$ cat src/rtl/seq_ctrl_pkg.sv
// seq_ctrl_pkg: state encoding and mode constants shared by the step controller
package seq_ctrl_pkg;
  typedef enum logic [2:0] {IDLE, PRESS_DB, STEP, HELD, REL_DB} state_t;
  localparam logic MODE_MANUAL = 1'b0;
  localparam logic MODE_AUTO   = 1'b1;
endpackage

$ cat src/rtl/sync2.sv
// sync2: two-flop synchroniser for one asynchronous input bit
module sync2 (
  input  logic clk,
  input  logic reset,
  input  logic d,
  output logic q
);
  logic meta_q;
  always_ff @(posedge clk) begin
    if (reset) begin
      meta_q <= 1'b0;
      q      <= 1'b0;
    end else begin
      meta_q <= d;
      q      <= meta_q;
    end
  end
endmodule

$ cat src/rtl/seq_step_ctrl.sv
// seq_step_ctrl: debounced manual / timed auto step strobes for the sequence detector, plus hit counter
module seq_step_ctrl
  import seq_ctrl_pkg::*;
#(
  parameter int              DEB_CNT  = 1000000,
  parameter int              TICK_CNT = 50000000,
  parameter int              PAT_W    = 8,
  parameter logic [PAT_W-1:0] PATTERN = 8'b1010_1101,
  parameter int              HIT_W    = 4
) (
  input  logic             clk,
  input  logic             reset,
  input  logic             BTND,
  input  logic             SW1,
  input  logic             SW0,
  input  logic             hit,
  output logic             step_en,
  output logic             step_bit,
  output logic [HIT_W-1:0] hit_cnt,
  output logic             led_mode
);
  localparam int DW = $clog2(DEB_CNT) + 1;
  localparam int TW = $clog2(TICK_CNT) + 1;
  localparam int PW = (PAT_W > 1) ? $clog2(PAT_W) : 1;
  localparam logic [DW-1:0]    DEB_LAST  = DW'(DEB_CNT);
  localparam logic [TW-1:0]    TICK_LAST = TW'(TICK_CNT - 1);
  localparam logic [PW-1:0]    PTR_TOP   = PW'(PAT_W - 1);
  localparam logic [HIT_W-1:0] HIT_MAX   = '1;
  logic btn_s, sw1_s, mode_s;
  state_t state_q, state_d;
  logic [DW-1:0] ctr_q, ctr_d;
  logic [TW-1:0] tick_q, tick_d;
  logic [PW-1:0] ptr_q, ptr_d;
  logic [HIT_W-1:0] hit_cnt_q, hit_cnt_d;
  logic mode_q, step_en_q, step_en_d, step_bit_q, step_bit_d, hit_win_q;
  sync2 u_sync_btn (.clk(clk), .reset(reset), .d(BTND), .q(btn_s));
  sync2 u_sync_sw1 (.clk(clk), .reset(reset), .d(SW1),  .q(sw1_s));
  sync2 u_sync_sw0 (.clk(clk), .reset(reset), .d(SW0),  .q(mode_s));
  always_comb begin
    state_d    = state_q;
    ctr_d      = ctr_q;
    tick_d     = tick_q;
    ptr_d      = ptr_q;
    step_en_d  = 1'b0;
    step_bit_d = step_bit_q;
    // A mode flip in either direction restarts everything and suppresses any pending step
    if (mode_s != mode_q) begin
      state_d = IDLE;
      ctr_d   = '0;
      tick_d  = '0;
      ptr_d   = PTR_TOP;
    end else if (mode_q == MODE_AUTO) begin
      tick_d = (tick_q == TICK_LAST) ? '0 : tick_q + 1'b1;
      if (tick_q == TICK_LAST) begin
        step_en_d  = 1'b1;
        step_bit_d = PATTERN[ptr_q];
        ptr_d      = (ptr_q == '0) ? PTR_TOP : ptr_q - 1'b1;
      end
    end else begin
      case (state_q)
        IDLE: if (btn_s) begin
          state_d = (DEB_CNT == 1) ? STEP : PRESS_DB;
          ctr_d   = (DEB_CNT == 1) ? '0 : DW'(1);
        end
        PRESS_DB: begin
          state_d = !btn_s ? IDLE : (ctr_q + 1'b1 == DEB_LAST) ? STEP : PRESS_DB;
          ctr_d   = (!btn_s || ctr_q + 1'b1 == DEB_LAST) ? '0 : ctr_q + 1'b1;
        end
        STEP: begin
          step_en_d  = 1'b1;
          step_bit_d = sw1_s;
          state_d    = HELD;
          ctr_d      = '0;
        end
        HELD: if (!btn_s) begin
          state_d = (DEB_CNT == 1) ? IDLE : REL_DB;
          ctr_d   = (DEB_CNT == 1) ? '0 : DW'(1);
        end
        REL_DB: begin
          state_d = btn_s ? HELD : (ctr_q + 1'b1 == DEB_LAST) ? IDLE : REL_DB;
          ctr_d   = (btn_s || ctr_q + 1'b1 == DEB_LAST) ? '0 : ctr_q + 1'b1;
        end
        default: begin
          state_d = IDLE;
          ctr_d   = '0;
        end
      endcase
    end
    hit_cnt_d = (hit_win_q && hit && hit_cnt_q != HIT_MAX) ? hit_cnt_q + 1'b1 : hit_cnt_q;
  end
  always_ff @(posedge clk) begin
    if (reset) begin
      state_q    <= IDLE;
      ctr_q      <= '0;
      tick_q     <= '0;
      ptr_q      <= PTR_TOP;
      mode_q     <= MODE_MANUAL;
      step_en_q  <= 1'b0;
      step_bit_q <= 1'b0;
      hit_win_q  <= 1'b0;
      hit_cnt_q  <= '0;
    end else begin
      state_q    <= state_d;
      ctr_q      <= ctr_d;
      tick_q     <= tick_d;
      ptr_q      <= ptr_d;
      mode_q     <= mode_s;
      step_en_q  <= step_en_d;
      step_bit_q <= step_bit_d;
      hit_win_q  <= step_en_q;
      hit_cnt_q  <= hit_cnt_d;
    end
  end
  assign step_en  = step_en_q;
  assign step_bit = step_bit_q;
  assign hit_cnt  = hit_cnt_q;
  assign led_mode = mode_q;
endmodule

$ cat config.mk
export PLATFORM = sky130hd
export DESIGN_NAME = seq_step_ctrl
export DESIGN_NICKNAME = d
export VERILOG_FILES = /design/src/rtl/seq_ctrl_pkg.sv /design/src/rtl/sync2.sv /design/src/rtl/seq_step_ctrl.sv
export SDC_FILE = /design/constraint.sdc
export NUM_CORES = 1
export LEC_CHECK = 0
export BUFFER_PORTS_ARGS = -buffer_cell sky130_fd_sc_hd__buf_2
export CAP_MARGIN = 40
export CORE_MARGIN = 1
export CORE_UTILIZATION = 55
export CTS_BUF_LIST = sky130_fd_sc_hd__clkbuf_8 sky130_fd_sc_hd__clkbuf_16
export DETAILED_ROUTE_END_ITERATION = 6
export GPL_TIMING_DRIVEN = 0
export HOLD_SLACK_MARGIN = 0.15
export PLACE_DENSITY = 0.72
export SETUP_SLACK_MARGIN = 0.02
export SLEW_MARGIN = 20
export SYNTH_ARGS = -nofsm -noshare
export SYNTH_HDL_FRONTEND = slang
export SYNTH_SLANG_ARGS = --single-unit
$ cat constraint.sdc
create_clock -name clk -period 3.4 [get_ports clk]
set_input_delay 0.68 -clock clk [delete_from_list [all_inputs] [get_ports clk]]
set_output_delay 0.68 -clock clk [all_outputs]
set_load 0.005 [all_outputs]
==> impl_metrics.yaml <==
synthesis:
  ys_async_sr_fraction: 0
  synth_top_area_frac: 0.375
  syn_avg_cell_area_um2: 7.98
  ys_seq_area_frac: 0.375
  ys.flop_type: "dfxtp_1"
  synth_edf_count: 0
  netlist_area_um2: 3690
  synth_area_leaders: "dfxtp_1 37%, xor2_1 5.0%, nor2_1 4.9%, nand2_1 4.6%, nand3_1 4.2%"
  syn_inst: 462
  syn-num-nets: 473
  ys_ff_latch: 69
  synth.largest_area_cell: "dfxtp_1"
  yosys_warnings: 0
  ys_types: 53
pwr:
  leakagePower_nw: 1.38
  peakVddDrop_uv: 352
  power_mw: 1.69
  p_per_area_nw_per_um2: 413
critical_path:
  cp_top_family: "simple AND/OR/NAND/NOR gates"
  worstPathRequired_ns: 3.61
  setup.worst_path.class: "register to register"
  rrSetupSlack_ns: 0.17
  max_stage_delay_ns: 0.64
  rr_worst_depth: 9
  crit_path_frequent_cell: "nand3_1"
  reg2reg_from: "ctr_q[0]"
  crit_buf_inv: 1
  r2r_end: "ctr_q[17]"
  critPathSlowestCell: "a2111oi_1"
  crit_chain: "ha_1 -> nand3_1 -> or3_1 -> a2111oi_1 -> nand3_1 -> or4_4 -> buf_6 -> o211ai_1 -> a21oi_1"
  start_kind: "register"
  path_max_fanout: 10
  cp.arrival_ns: 3.44
  worstSetupEndpointType: "register"
cts:
  cts.hold.buffers_added: 0
  clk_path_buf_depth: 2
  htree_levels: 3
  numCtsBuffers: 9
  cts_root_buffer: "clkbuf_8"
  cts_tree: "built"
  clk_latency_ns: 0.36
  clkTransAtPathRegs_ns: 0.09
  clkSinkCount: 69
route:
  routed_via_density: 6.12
  drc: 0
  drt-total-wl_um: 8850
  wl_per_cell_um: 15.6
  drt_iter0_markers: 215
  vias: 3470
  dr.pass1.iters: 4
  antenna_left: 0
placed_design:
  dp_hpwl_um: 5900
  port-buffer-count: 12
  placed_area_um2: 3840
  place_inst: 551
  gp_congestion: 0.914
floorplan:
  num_io_pins: 13
  core-area_um2: 6420
  dieArea_um2: 7040
  start_util: 0.574
  die_y_um: 83.9
  die_x_um: 83.9
  std_cell_rows: 29
timing:
  setup-violations-final: 0
  rsz0062_at_grt: "no"
  fin_skew_ns: 0.0114
  layout_min_cycle_time_ns: 3.23
  fmax_ghz: 0.309
  hold_viol: 0
  max_slew.worst_pin.slew_ns: 0.789
  tns_ns: 0
  drv_slew: 0
  finalCritPeriodShare: 0.951
  slew_headroom: 0.472
cells_and_area:
  n_fill_cell: 571
  post-route-util: 0.636
  final_nets: 496
  final_area_um2: 4080
  area_growth_syn_to_layout_pct: 10.7
  drive_gt1_frac: 0.102
  antenna_cells: 0
  multiInputGateArea_um2: 2160
  final-seq-area_um2: 1380
  instances_no_fill: 567
worst_hold_path:
  hold_class: "register to register"
  hold_start: "u_sync_btn.meta_q"
  hold_end: "u_sync_btn.q"
  holdPathStages: 1
global_route:
  grt_pass1_wl_um: 14900
  grtUsageTotal: 0.266
  grt_antenna_before_repair: 0
  overflow: 0
  grt_start_max_net_pins: 15
  grt_pass1_vias: 3261
run:
  maxCapViolCount: 0
status:
  outcome: "finished, final reports clean"
[synth_stat cells (2+ instances only)]
master / number
o211ai_1: 6
nor2_1: 48
o21ai_1: 2
a21oi_1: 30
o211ai_2: 4
and4_1: 5
o21a_1: 4
nor4b_1: 2
o31ai_1: 2
and3_1: 7
dfxtp_1: 69
o311ai_0: 2
or4_4: 2
or4_1: 5
buf_2: 5
mux2i_1: 3
nand4_1: 23
buf_6: 2
and2_1: 3
or3_1: 9
nor4_1: 12
a2111oi_0: 2
nor2b_1: 10
o21ai_0: 13
or2_2: 5
a21o_1: 2
nand3_1: 31
inv_1: 7
nand4b_1: 4
nand2b_1: 5
ha_1: 5
clkbuf_1: 23
xor2_1: 21
nand2_1: 45
xnor2_1: 9
a31oi_1: 8
nor3_1: 11
[how the worst max path moves through the flow]
stage | startpoint | endpoint | slack (ns) | depth (start not counted)
2_1_floorplan | ctr_q[5] | ctr_q[17] | 0.55 | 9
3_3_place_gp | ctr_q[0] | state_q[2] | 0.06 | 8
3_5_place_dp | ctr_q[0] | state_q[2] | 0.12 | 8
4_1_cts | ctr_q[0] | state_q[2] | 0.10 | 8
5_1_grt | ctr_q[0] | ctr_q[17] | 0.04 | 9
6_report | ctr_q[0] | ctr_q[17] | 0.17 | 9
[report_power, final]
part,switching [mW],internal (mW)
Sequential,0.00561,0.814
Clock,0.358,0.424
Combinational,0.0631,0.0206
Total,0.427,1.26
[what timing repair did]
| action | CTS | global route |
|---|---|---|
| setup buffers | 0 | 0 |
| setup endpoints to repair | 0 | 23 |
| gates resized for setup | 0 | 2 |
[registers in the layout, indices dropped and copies added, names as in the netlist, named ones only]
register,count
tick_q,27
ctr_q,21
hit_cnt,4
ptr_q,3
state_q,3
hit_win_q,1
led_mode,1
step_bit,1
step_en,1
u_sync_btn.meta_q,1
u_sync_btn.q,1
u_sync_sw0.meta_q,1
u_sync_sw0.q,1
u_sync_sw1.meta_q,1
u_sync_sw1.q,1
[routing by layer]
metal,vias to the layer above,GRT usage,part of all wire
met5,-,0,0
met4,0,0.105,0.015
met3,17,0.0712,0.059
met2,107,0.444,0.47
met1,1624,0.324,0.46
li1,1722,-,-
[cells in the final DEF (no fill, tap or decap), types with 6 or more instances in the layout]
cell type | netlist | routed
clkbuf_8 | 0 | 9
a31oi_1 | 8 | 8
o211ai_1 | 6 | 6
nor4_1 | 12 | 12
nor2_1 | 48 | 48
a21oi_1 | 30 | 30
xor2_1 | 21 | 21
nor2b_1 | 10 | 10
clkbuf_1 | 23 | 23
nand4_1 | 23 | 23
and3_1 | 7 | 7
xnor2_1 | 9 | 9
dfxtp_1 | 69 | 69
inv_1 | 7 | 7
or3_1 | 9 | 9
o21ai_0 | 13 | 13
nand3_1 | 31 | 31
nor3_1 | 11 | 11
buf_2 | 5 | 17
nand2_1 | 45 | 45
[per-stage QoR]
| step | worst slack [ns] | hold WS, ns |
|---|---|---|
| after floorplan | 0.554 | 0.414 |
| after global placement | 0.0607 | 0.416 |
| after detailed placement | 0.119 | 0.428 |
| after CTS | 0.102 | 0.446 |
| after global routing | 0.0392 | 0.455 |
| final | 0.166 | 0.442 |
[cell type report]
cell class | count | area share
buffer | 30 | 0.0328
clock buffer | 9 | 0.0303
clock inverter | 7 | 0.0257
inverter | 7 | 0.00644
multi-input combinational | 356 | 0.528
sequential | 69 | 0.338
tap | 77 | 0.0236
timing repair buffer | 12 | 0.0147
[cell families after synthesis]
| family | synth area share |
|---|---|
| flip-flops | 0.375 |
| adder cells (fa/ha/maj) | 0.0170 |
| multiplexers | 0.00814 |
| buffers and inverters | 0.0434 |
| AND/OR/NAND/NOR | 0.341 |
| AO/OA/AOI/OAI | 0.145 |
| XOR/XNOR | 0.0713 |
No activity file was read; power rests on OpenSTA's default activity.
